File: src/rtl/coin_collector_if.sv
// Bundle between the user panel / vending core side and the coin_collector front end.
// master drives the panel and core-state inputs; slave is the collector itself.
interface coin_collector_if;
    logic       coinValid;
    logic [1:0] coinType;
    logic       itemValid;
    logic [1:0] itemSel;
    logic       cancel;
    logic [1:0] serviceTypeIn;
    logic [1:0] reqNTD_50;
    logic [1:0] reqNTD_10;
    logic [1:0] reqNTD_5;
    logic [1:0] reqNTD_1;
    logic [1:0] reqItemType;
    logic       coinReject;
    logic       refundValid;
    logic [1:0] refundNTD_50;
    logic [1:0] refundNTD_10;
    logic [1:0] refundNTD_5;
    logic [1:0] refundNTD_1;
    logic [7:0] collectedValue;
    logic       busy;
    logic [7:0] txnCount;

    modport master (
        output coinValid, coinType, itemValid, itemSel, cancel, serviceTypeIn,
        input  reqNTD_50, reqNTD_10, reqNTD_5, reqNTD_1, reqItemType, coinReject,
        input  refundValid, refundNTD_50, refundNTD_10, refundNTD_5, refundNTD_1,
        input  collectedValue, busy, txnCount
    );

    modport slave (
        input  coinValid, coinType, itemValid, itemSel, cancel, serviceTypeIn,
        output reqNTD_50, reqNTD_10, reqNTD_5, reqNTD_1, reqItemType, coinReject,
        output refundValid, refundNTD_50, refundNTD_10, refundNTD_5, refundNTD_1,
        output collectedValue, busy, txnCount
    );
endinterface

File: src/rtl/coin_collector.sv
// Coin collection front end for the vending core: accumulates coins, drives one request, tracks service.
// Optional idle auto-refund is enabled by defining COIN_IDLE_REFUND_EN.
//
// state     | meaning
// ----------+-----------------------------------------------------------
// COLLECT   | idle / accepting coins, no item chosen
// ARMED     | item latched, accepting coins, waiting for core ON
// DRIVE     | request presented to core, waiting for BUSY or timeout
// WAIT_DONE | core is serving, waiting for OFF to close the transaction
module coin_collector #(
    parameter int TIMEOUT_CYCLES = 63,
    parameter int IDLE_LIMIT     = 200
) (
    input  logic             clk,
    input  logic             reset,
    coin_collector_if.slave  bus
);
    typedef enum logic [1:0] {COLLECT, ARMED, DRIVE, WAIT_DONE} state_t;

    localparam logic [1:0] SVC_OFF  = 2'b00;
    localparam logic [1:0] SVC_ON   = 2'b01;
    localparam logic [1:0] SVC_BUSY = 2'b10;
    localparam logic [7:0] TIMEOUT_LAST = 8'(TIMEOUT_CYCLES - 1);

    if (TIMEOUT_CYCLES < 1 || TIMEOUT_CYCLES > 255) begin : gBadTimeout
        $error("coin_collector: TIMEOUT_CYCLES out of range 1..255");
    end
    if (IDLE_LIMIT < 1 || IDLE_LIMIT > 255) begin : gBadIdle
        $error("coin_collector: IDLE_LIMIT out of range 1..255");
    end

    function automatic logic [7:0] coinValue(input logic [1:0] n50, input logic [1:0] n10,
                                             input logic [1:0] n5, input logic [1:0] n1);
        return 8'd50 * {6'd0, n50} + 8'd10 * {6'd0, n10} + 8'd5 * {6'd0, n5} + {6'd0, n1};
    endfunction

    state_t     state, nState;
    logic [1:0] cnt50, cnt10, cnt5, cnt1;
    logic [1:0] c50, c10, c5, c1;
    logic [1:0] h50, h10, h5, h1;
    logic [1:0] item, nItem;
    logic [7:0] timer, nTimer;
    logic [7:0] txn, nTxn;
    logic       nCoinRej, doRefund, clearHeld;
    logic [1:0] req50, req10, req5, req1, reqItem;
    logic [1:0] ref50, ref10, ref5, ref1;
    logic       coinRej, refValid;
    logic [7:0] value;
`ifdef COIN_IDLE_REFUND_EN
    localparam logic [7:0] IDLE_LAST = 8'(IDLE_LIMIT - 1);
    logic [7:0] idleCnt, nIdle;
`endif

    always_comb begin
        nState    = state;
        nItem     = item;
        nTimer    = timer;
        nTxn      = txn;
        nCoinRej  = 1'b0;
        doRefund  = 1'b0;
        clearHeld = 1'b0;
        c50 = cnt50;
        c10 = cnt10;
        c5  = cnt5;
        c1  = cnt1;
`ifdef COIN_IDLE_REFUND_EN
        nIdle = 8'd0;
`endif
        // a coin that cannot be stored is handed back on the following cycle
        if (bus.coinValid) begin
            if (state == COLLECT || state == ARMED) begin
                case (bus.coinType)
                    2'b00:   if (cnt50 != 2'd3) c50 = cnt50 + 2'd1; else nCoinRej = 1'b1;
                    2'b01:   if (cnt10 != 2'd3) c10 = cnt10 + 2'd1; else nCoinRej = 1'b1;
                    2'b10:   if (cnt5  != 2'd3) c5  = cnt5  + 2'd1; else nCoinRej = 1'b1;
                    default: if (cnt1  != 2'd3) c1  = cnt1  + 2'd1; else nCoinRej = 1'b1;
                endcase
            end else begin
                nCoinRej = 1'b1;
            end
        end

        case (state)
            COLLECT: begin
                if (bus.cancel) begin
                    doRefund = |{c50, c10, c5, c1};
                end else if (bus.itemValid && bus.itemSel != 2'b00) begin
                    nItem  = bus.itemSel;
                    nState = ARMED;
                end
            end
            ARMED: begin
                if (bus.cancel) begin
                    doRefund = 1'b1;
                end else if (bus.itemValid && bus.itemSel == 2'b00) begin
                    nItem  = 2'b00;
                    nState = COLLECT;
                end else begin
                    if (bus.itemValid) nItem = bus.itemSel;
                    if (bus.serviceTypeIn == SVC_ON) begin
                        nState = DRIVE;
                        nTimer = 8'd0;
                    end
                end
            end
            DRIVE: begin
                if (bus.serviceTypeIn == SVC_BUSY) begin
                    clearHeld = 1'b1;
                    nItem     = 2'b00;
                    nState    = WAIT_DONE;
                end else if (timer == TIMEOUT_LAST) begin
                    doRefund = 1'b1;
                end else begin
                    nTimer = timer + 8'd1;
                end
            end
            WAIT_DONE: begin
                if (bus.serviceTypeIn == SVC_OFF) begin
                    nTxn   = txn + 8'd1;
                    nState = COLLECT;
                end
            end
            default: nState = COLLECT;
        endcase

`ifdef COIN_IDLE_REFUND_EN
        if ((state == COLLECT || state == ARMED) && (|{cnt50, cnt10, cnt5, cnt1}) &&
            !bus.coinValid && !bus.itemValid && !bus.cancel) begin
            if (idleCnt == IDLE_LAST) doRefund = 1'b1;
            else                      nIdle    = idleCnt + 8'd1;
        end
`endif

        if (doRefund) begin
            nState = COLLECT;
            nItem  = 2'b00;
        end

        h50 = (doRefund || clearHeld) ? 2'd0 : c50;
        h10 = (doRefund || clearHeld) ? 2'd0 : c10;
        h5  = (doRefund || clearHeld) ? 2'd0 : c5;
        h1  = (doRefund || clearHeld) ? 2'd0 : c1;
    end

    always_ff @(posedge clk) begin
        if (reset) begin
            state    <= COLLECT;
            cnt50    <= 2'd0;
            cnt10    <= 2'd0;
            cnt5     <= 2'd0;
            cnt1     <= 2'd0;
            item     <= 2'b00;
            timer    <= 8'd0;
            txn      <= 8'd0;
            req50    <= 2'd0;
            req10    <= 2'd0;
            req5     <= 2'd0;
            req1     <= 2'd0;
            reqItem  <= 2'b00;
            ref50    <= 2'd0;
            ref10    <= 2'd0;
            ref5     <= 2'd0;
            ref1     <= 2'd0;
            refValid <= 1'b0;
            coinRej  <= 1'b0;
            value    <= 8'd0;
`ifdef COIN_IDLE_REFUND_EN
            idleCnt  <= 8'd0;
`endif
        end else begin
            state    <= nState;
            cnt50    <= h50;
            cnt10    <= h10;
            cnt5     <= h5;
            cnt1     <= h1;
            item     <= nItem;
            timer    <= nTimer;
            txn      <= nTxn;
            req50    <= (nState == DRIVE) ? h50 : 2'd0;
            req10    <= (nState == DRIVE) ? h10 : 2'd0;
            req5     <= (nState == DRIVE) ? h5  : 2'd0;
            req1     <= (nState == DRIVE) ? h1  : 2'd0;
            reqItem  <= (nState == DRIVE) ? nItem : 2'b00;
            ref50    <= doRefund ? c50 : 2'd0;
            ref10    <= doRefund ? c10 : 2'd0;
            ref5     <= doRefund ? c5  : 2'd0;
            ref1     <= doRefund ? c1  : 2'd0;
            refValid <= doRefund;
            coinRej  <= nCoinRej;
            value    <= coinValue(h50, h10, h5, h1);
`ifdef COIN_IDLE_REFUND_EN
            idleCnt  <= nIdle;
`endif
        end
    end

    assign bus.reqNTD_50      = req50;
    assign bus.reqNTD_10      = req10;
    assign bus.reqNTD_5       = req5;
    assign bus.reqNTD_1       = req1;
    assign bus.reqItemType    = reqItem;
    assign bus.coinReject     = coinRej;
    assign bus.refundValid    = refValid;
    assign bus.refundNTD_50   = ref50;
    assign bus.refundNTD_10   = ref10;
    assign bus.refundNTD_5    = ref5;
    assign bus.refundNTD_1    = ref1;
    assign bus.collectedValue = value;
    assign bus.busy           = (state != COLLECT);
    assign bus.txnCount       = txn;
endmodule
File: src/flat_wrapper.sv
// flat-port wrapper written by rule: the top's interface ports become plain ports
module coin_collector_flat 
#(
    parameter int TIMEOUT_CYCLES = 63,
    parameter int IDLE_LIMIT     = 200
)
  (clk, reset, bus_coinValid, bus_coinType, bus_itemValid, bus_itemSel, bus_cancel, bus_serviceTypeIn, bus_reqNTD_50, bus_reqNTD_10, bus_reqNTD_5, bus_reqNTD_1, bus_reqItemType, bus_coinReject, bus_refundValid, bus_refundNTD_50, bus_refundNTD_10, bus_refundNTD_5, bus_refundNTD_1, bus_collectedValue, bus_busy, bus_txnCount);
  coin_collector_if bus_i ();
  input  logic clk;
  input  logic reset;
  input wire logic [$bits(bus_i.coinValid)-1:0] bus_coinValid;
  input wire logic [$bits(bus_i.coinType)-1:0] bus_coinType;
  input wire logic [$bits(bus_i.itemValid)-1:0] bus_itemValid;
  input wire logic [$bits(bus_i.itemSel)-1:0] bus_itemSel;
  input wire logic [$bits(bus_i.cancel)-1:0] bus_cancel;
  input wire logic [$bits(bus_i.serviceTypeIn)-1:0] bus_serviceTypeIn;
  output wire logic [$bits(bus_i.reqNTD_50)-1:0] bus_reqNTD_50;
  output wire logic [$bits(bus_i.reqNTD_10)-1:0] bus_reqNTD_10;
  output wire logic [$bits(bus_i.reqNTD_5)-1:0] bus_reqNTD_5;
  output wire logic [$bits(bus_i.reqNTD_1)-1:0] bus_reqNTD_1;
  output wire logic [$bits(bus_i.reqItemType)-1:0] bus_reqItemType;
  output wire logic [$bits(bus_i.coinReject)-1:0] bus_coinReject;
  output wire logic [$bits(bus_i.refundValid)-1:0] bus_refundValid;
  output wire logic [$bits(bus_i.refundNTD_50)-1:0] bus_refundNTD_50;
  output wire logic [$bits(bus_i.refundNTD_10)-1:0] bus_refundNTD_10;
  output wire logic [$bits(bus_i.refundNTD_5)-1:0] bus_refundNTD_5;
  output wire logic [$bits(bus_i.refundNTD_1)-1:0] bus_refundNTD_1;
  output wire logic [$bits(bus_i.collectedValue)-1:0] bus_collectedValue;
  output wire logic [$bits(bus_i.busy)-1:0] bus_busy;
  output wire logic [$bits(bus_i.txnCount)-1:0] bus_txnCount;
  assign bus_i.coinValid = bus_coinValid;
  assign bus_i.coinType = bus_coinType;
  assign bus_i.itemValid = bus_itemValid;
  assign bus_i.itemSel = bus_itemSel;
  assign bus_i.cancel = bus_cancel;
  assign bus_i.serviceTypeIn = bus_serviceTypeIn;
  assign bus_reqNTD_50 = bus_i.reqNTD_50;
  assign bus_reqNTD_10 = bus_i.reqNTD_10;
  assign bus_reqNTD_5 = bus_i.reqNTD_5;
  assign bus_reqNTD_1 = bus_i.reqNTD_1;
  assign bus_reqItemType = bus_i.reqItemType;
  assign bus_coinReject = bus_i.coinReject;
  assign bus_refundValid = bus_i.refundValid;
  assign bus_refundNTD_50 = bus_i.refundNTD_50;
  assign bus_refundNTD_10 = bus_i.refundNTD_10;
  assign bus_refundNTD_5 = bus_i.refundNTD_5;
  assign bus_refundNTD_1 = bus_i.refundNTD_1;
  assign bus_collectedValue = bus_i.collectedValue;
  assign bus_busy = bus_i.busy;
  assign bus_txnCount = bus_i.txnCount;
  coin_collector #(.TIMEOUT_CYCLES(TIMEOUT_CYCLES), .IDLE_LIMIT(IDLE_LIMIT)) u_core (.clk(clk), .reset(reset), .bus(bus_i));
endmodule
File: config.mk
export PLATFORM = sky130hd
export DESIGN_NAME = coin_collector_flat
export DESIGN_NICKNAME = d
export VERILOG_FILES = /design/src/rtl/coin_collector_if.sv /design/src/rtl/coin_collector.sv /design/src/flat_wrapper.sv
export SDC_FILE = /design/constraint.sdc
export NUM_CORES = 1
export LEC_CHECK = 0
export CAP_MARGIN = 15
export CELL_PAD_IN_SITES_DETAIL_PLACEMENT = 1
export CELL_PAD_IN_SITES_GLOBAL_PLACEMENT = 1
export CORE_MARGIN = 2
export CORE_UTILIZATION = 43
export DETAILED_ROUTE_END_ITERATION = 8
export PLACE_DENSITY = 0.84
export SLEW_MARGIN = 20
export SYNTH_ARGS = -nofsm -noshare
export SYNTH_HDL_FRONTEND = slang
export SYNTH_SLANG_ARGS = --single-unit
File: constraint.sdc
create_clock -name clk -period 6.6 [get_ports clk]
set_input_delay 1.32 -clock clk [delete_from_list [all_inputs] [get_ports clk]]
set_output_delay 1.32 -clock clk [all_outputs]
set_load 0.01 [all_outputs]
==> results of run 1 <==
-- synth_stat cells (7+ instances only) --
master	instances	area, um^2
xnor2_1	7	61.3
inv_1	10	37.5
ha_1	20	250
mux2i_1	7	70.1
xor2_1	11	96.3
nand2_1	11	41.3
a21oi_1	10	50.1
dfxtp_1	56	1120
nand2b_1	8	50.1
nor2_1	58	218
nor2b_1	7	43.8
-- cells in the final DEF (no fill, tap or decap), drive strengths merged, types with 6 or more instances in the layout --
cell type / instances
clkbuf: 6
inv: 11
or3: 6
nor2: 58
nor3: 6
nand2b: 8
nand3: 6
clkdlybuf4s50: 46
nand2: 11
dfxtp: 56
nor2b: 7
o21ai: 7
xnor2: 7
nand4: 6
ha: 20
xor2: 11
mux2i: 7
a21oi: 10
-- final cells by class --
class                      instances  area [um^2]  share of cell area
clock inverter                     2         38.8              0.0114
clock buffer                       6         82.6              0.0243
sequential                        56         1120               0.331
timing repair buffer              48          473               0.139
multi-input combinational        226         1540               0.454
inverter                          11         41.3              0.0122
tap                               77         96.3              0.0284
-- cells by family after synthesis --
| group | count (synthesis) | share of synthesized area |
|---|---|---|
| compound gates | 43 | 0.108 |
| xor+xnor | 18 | 0.0575 |
| fa+ha+maj | 21 | 0.0986 |
| buf+inv | 19 | 0.0297 |
| flops | 56 | 0.409 |
| mux | 7 | 0.0256 |
| simple gates | 137 | 0.272 |
-- worst register-to-register path: stages (launching register included) --
cell and delay [ps]:
dfxtp_1 670, nor2b_1 190, or4_1 490, o21ai_1 280, nand2_1 240, nor2_1 220, ha_1 180, inv_1 60
fa_1 550, inv_1 60, ha_1 320, a211oi_1 340, o21bai_1 150, o311ai_0 360, xor2_1 180, nor2_1 50
-- worst max-delay path by stage --
stage | startpoint | endpoint | slack (ps) | cells past startpoint
after global placement | bus_coinValid | u_core.bus.collectedValue[7] | 1290 | 16
final | bus_coinValid | u_core.bus.collectedValue[7] | 1360 | 16
after CTS | bus_coinValid | u_core.bus.collectedValue[7] | 1360 | 16
after global routing | bus_coinValid | u_core.bus.collectedValue[7] | 1010 | 16
after detailed placement | bus_coinValid | u_core.bus.collectedValue[7] | 1060 | 16
after floorplan | bus_coinValid | u_core.bus.collectedValue[7] | 2020 | 15
-- metrics by stage --
stage,cell area (um^2),setup WS [ps]
finish,3390,1360
global route,3390,1010
CTS,3400,1360
detailed placement,3280,1060
global placement,3280,1290
floorplan,2740,2020
-- power by group through the flow --
| stage | combinational, mW | clock, mW | sequential (mW) |
|---|---|---|---|
| floorplan | 0.0538 | 0 | 0.360 |
| global placement | 0.0834 | 0 | 0.359 |
| detailed placement | 0.0865 | 0 | 0.360 |
| CTS | 0.0878 | 0.246 | 0.352 |
| global route | 0.0962 | 0.259 | 0.353 |
| finish | 0.0862 | 0.239 | 0.352 |
-- metal layers --
| metal | vias up | global-route usage | wire length [um] |
|---|---|---|---|
| met1 | 1108 | 0.242 | 2890 |
| li1 | 1147 | - | - |
| met2 | 33 | 0.355 | 3400 |
| met3 | 6 | 0.0356 | 166 |
| met4 | 0 | 0.0513 | 72 |
| met5 | - | 0 | 0 |
==> out/results.ini, run 1 <==
[clock_network]
max-clock-path-buffers=2
cts-hold-fix-buffers=0
clk_pin_slew_ps=100
cts_buffers=5
htreeDepth=2
cts.sinks=56
post_cts_resized=0
root_buffer=clkbuf_8
cts_tree=yes
postCtsSetupBuffers=0
clkLatencyLatePin_ps=310

[power_and_ir_drop]
clkPwrFrac=0.353
power_mw=0.677
power_frac_seq=0.520
ir_drop_uv=113
pwr-share-comb=0.127
switchingPower_mw=0.169
netSwitchingFraction=0.250
p_per_area_nw_per_um2=200
power.leakage_nw=1.36
internal_power_mw=0.508

[critical_path]
path_buf_inv=3
cp_max_fo=9
crit_required_ps=6790
slowest_delay_ps=550
worst-r2r-setup-slack_ps=2150
critPathSlowestCell=fa_1
worstReg2RegStart=u_core.state[1]
cp.arrival_ps=5440
cpLargestDelayFamily=simple AND/OR/NAND/NOR gates
critPathKind=in2reg
startpoint_type=primary input
reg2reg_depth=15
worst_r2r_endpoint=u_core.bus.collectedValue[7]
path_cells=clkdlybuf4s50_1 > nor2b_1 > or4_1 > o21ai_1 > nand2_1 > nor2_1 > ha_1 > inv_1 > fa_1 > inv_1 > ha_1 > a211oi_1 > o21bai_1 > o311ai_0 > xor2_1 > nor2_1
worstSetupEndpointType=flop

[worst_hold_path]
holdPathEnd=u_core.timer[7]
hold_path_class=reg2reg
whs_path_depth=2
worstHoldStart=u_core.timer[7]

[sta]
slew_headroom=0.614
finalHoldViolations=0
maxSlewViolCount=0
fin_crit_sh=0.795
max_freq_mhz=191
fin_worst_skew_ps=7.16
setup_tns_ps=0
grt_setup_unrepaired=false
hold_ws_ps=484
setup_viol=0
worst_pin_slew_ps=571
period_minus_slack_ps=5240

[final_layout]
final_util=0.544
fin_nets=380
antenna_cells=0
area_delta_synth_final_pct=23.7
drive_above_1_share=0.0630
final_cells=426
fill_cells=740

[yosys]
syn_inst=301
synth.avg_cell_area_um2=9.11
synth-edff-count=0
synth-seq-cells=56
synth_seq_area_share=0.409
yosys_warnings=0
synth_cell_type_count=56
async_reset_ff_frac=0
synth_ff_type=dfxtp_1
syn-num-nets=333
synth_area_um2=2740

[grt]
grt_max_degree=30
grt_pass1_vias=2384
overflow=0
track_usage=0.197
grt_pass1_wl_um=11200
antenna_found_initial=0

[drt]
num_vias=2294
ant_nets=0
wl_um=6530
drcViolationCount=0
vias_per_cell=5.38
drt_iter0_drc=103
first_pass_iters=5
post_drt_wl_per_cell_um=15.3

[floorplan]
rows=29
die_x_um=83.8
dieArea_um2=7030
core_area_um2=6240
initial_core_util=0.439
ios=48
die_h_um=83.8

[placement]
place_congestion=0.806
dp_hpwl_um=4950
port_buffers=47
dpl.cell_count=418

[outcome]
status=complete, no violations

[job]
maxCapViolCount=0

No activity file was read; power rests on OpenSTA's default activity.
==> run 2, diff against run 1 <==
--- a/config.mk
+++ b/config.mk
@@ -9,9 +9,9 @@
 export CELL_PAD_IN_SITES_DETAIL_PLACEMENT = 1
 export CELL_PAD_IN_SITES_GLOBAL_PLACEMENT = 1
 export CORE_MARGIN = 2
-export CORE_UTILIZATION = 43
+export CORE_UTILIZATION = 36
 export DETAILED_ROUTE_END_ITERATION = 8
-export PLACE_DENSITY = 0.84
+export PLACE_DENSITY = 0.75
 export SLEW_MARGIN = 20
 export SYNTH_ARGS = -nofsm -noshare
 export SYNTH_HDL_FRONTEND = slang
==> constraint.sdc (replaced) <==
create_clock -name clk -period 4.7 [get_ports clk]
set_input_delay 0.94 -clock clk [delete_from_list [all_inputs] [get_ports clk]]
set_output_delay 0.94 -clock clk [all_outputs]
set_load 0.01 [all_outputs]
==> run 2 against run 1 <==
Against the previous run:
- critical path type unchanged
- power is 37% higher
- sequential share of layout area fell by 1.6 points
- largest cell class unchanged
- global-route usage down 2.4 points
==> out/results.ini, run 2 (synthesis gave the netlist of run 1 again) <==
[drt]
drcViolationCount=0  ; unchanged
vias_per_cell=5.05  ; was 5.38
ant_nets=0  ; unchanged
wl_um=6790  ; was 6530 um
first_pass_iters=4  ; was 5
post_drt_wl_per_cell_um=14.4  ; was 15.3 um
num_vias=2372  ; was 2294
drt_iter0_drc=79  ; was 103

[placement]
dp_worst_setup_slack_ps=-97.5  ; was 1060 ps
dp_hpwl_um=5300  ; was 4950 um
port_buffers=47  ; unchanged
place_congestion=0.844  ; was 0.806
dpl.cell_count=462  ; was 418
dpl_cell_area_um2=3470  ; was 3280 um^2

[final_layout]
fin_nets=402  ; was 380
layout_common_cells=nor2_1 (58), dfxtp_1 (56), clkdlybuf4s50_1 (47), buf_4 (23), ha_1 (20)  ; was nor2_1 (58), dfxtp_1 (56), clkdlybuf4s50_1 (46), ha_1 (20)
layout_commonest_cell=nor2_1  ; unchanged
finalInstanceArea_um2=3570  ; was 3390 um^2
antenna_cells=0  ; unchanged
final_util=0.486  ; was 0.544
drive_above_1_share=0.116  ; was 0.0630
final_cells=470  ; was 426
fill_cells=852  ; was 740
multi_input_area_um2=1540  ; unchanged
area_delta_synth_final_pct=30.1  ; was 23.7%
seqCellArea_um2=1120  ; unchanged

[sta]
grt_setup_unrepaired=false  ; unchanged
setup_tns_ps=0  ; unchanged
maxSlewViolCount=0  ; unchanged
max_freq_mhz=225
setup_viol=0  ; unchanged
fin_worst_skew_ps=8.63  ; was 7.16 ps
worst_pin_slew_ps=452  ; was 571 ps
slew_headroom=0.695  ; was 0.614
period_minus_slack_ps=4440
hold_ws_ps=518  ; was 484 ps
finalHoldViolations=0  ; unchanged
fin_crit_sh=0.944
fin_ws_ps=262  ; was 1360 ps

[grt]
grt_max_degree=21  ; was 30
antenna_found_initial=0  ; unchanged
overflow=0  ; unchanged
track_usage=0.173  ; was 0.197
grt_pass1_vias=2553  ; was 2384
grt_pass1_wl_um=11800  ; was 11200 um

[critical_path]
worst-r2r-setup-slack_ps=780  ; was 2150 ps
crit_required_ps=4930  ; was 6790 ps
reg2reg_depth=17  ; was 15
worstReg2RegStart=u_core.timer[0]  ; was u_core.state[1]
startpoint_type=primary input  ; unchanged
cp-endpoint=u_core.bus.collectedValue[7]  ; unchanged
critPathLaunch=bus_coinValid  ; unchanged
worst_r2r_endpoint=u_core.bus.collectedValue[7]  ; unchanged
critPathKind=in2reg  ; unchanged
cp_max_fo=6  ; was 9
worstSetupEndpointType=flop  ; unchanged
cp.arrival_ps=4670  ; was 5440 ps

[clock_network]
max-clock-path-buffers=2  ; unchanged
cts_buffers=5  ; unchanged
clk_pin_slew_ps=110  ; was 100 ps
post_cts_resized=0  ; unchanged
root_buffer=clkbuf_8  ; unchanged
cts_tree=yes  ; unchanged
cts.sinks=56  ; unchanged
cts-hold-fix-buffers=0  ; unchanged
postCtsSetupBuffers=0  ; unchanged
clkLatencyLatePin_ps=330  ; was 310 ps
htreeDepth=2  ; unchanged

[worst_hold_path]
worstHoldStart=u_core.timer[6]  ; was u_core.timer[7]
hold_path_class=reg2reg  ; unchanged

[floorplan]
core_area_um2=7330  ; was 6240 um^2
die_h_um=91.3  ; was 83.8 um
rows=31  ; was 29
ios=48  ; unchanged
initial_core_util=0.374  ; was 0.439
die_x_um=91.3  ; was 83.8 um
dieArea_um2=8330  ; was 7030 um^2

[power_and_ir_drop]
internal_power_mw=0.665  ; was 0.508 mW
clkPwrFrac=0.316  ; was 0.353
pwr-share-comb=0.150  ; was 0.127
netSwitchingFraction=0.280  ; was 0.250
power_frac_seq=0.533  ; was 0.520
ir_drop_uv=146  ; was 113 uV
power_mw=0.925  ; was 0.677 mW
p_per_area_nw_per_um2=259  ; was 200 nW/um^2
power.leakage_nw=1.46  ; was 1.36 nW
switchingPower_mw=0.259  ; was 0.169 mW

[job]
maxCapViolCount=0  ; unchanged

[outcome]
status=complete, no violations  ; unchanged

run 2: worst min path at each step:
stage	endpoint	slack (ps)	depth (start not counted)
after CTS	u_core.timer[6]	520	2
after global placement	u_core.timer[7]	460	2
after detailed placement	u_core.timer[7]	490	2
final	u_core.timer[6]	520	2
after global routing	u_core.timer[7]	540	2
after floorplan	u_core.timer[7]	450	2
run 2: final cells by class:
type / count / share of cell area
Tap cell: 99 / 0.0347
Multi-Input combinational cell: 226 / 0.432
Timing Repair Buffer: 70 / 0.180
Clock inverter: 3 / 0.00807
Clock buffer: 5 / 0.0193
Inverter: 11 / 0.0116
Sequential cell: 56 / 0.314
run 2: critical path, stage by stage:
cell and delay [ps]:
clkdlybuf4s50_1 460, nor2b_1 170, or4_1 470, o21ai_1 210, nand2_1 170, buf_4 180
nor2_1 120, ha_1 270, xor2_1 150, ha_1 300, ha_1 320, o21ai_0 250
o21bai_1 130, o311ai_1 300, xor2_1 170, nor2_1 50
run 2: power groups by stage:
stage	Sequential [mW]	Clock [mW]	Combinational [mW]
3_5_place_dp	0.504	0	0.139
6_report	0.493	0.292	0.139
4_1_cts	0.493	0.302	0.141
5_1_grt	0.495	0.326	0.155
3_3_place_gp	0.504	0	0.135
2_1_floorplan	0.505	0	0.0755
run 2: layer usage:
layer,vias to the layer above,part of all wire,track usage
li1,1189,-,-
met1,1139,0.48,0.220
met2,36,0.48,0.294
met3,8,0.030,0.0390
met4,0,0.014,0.0505
met5,-,0,0
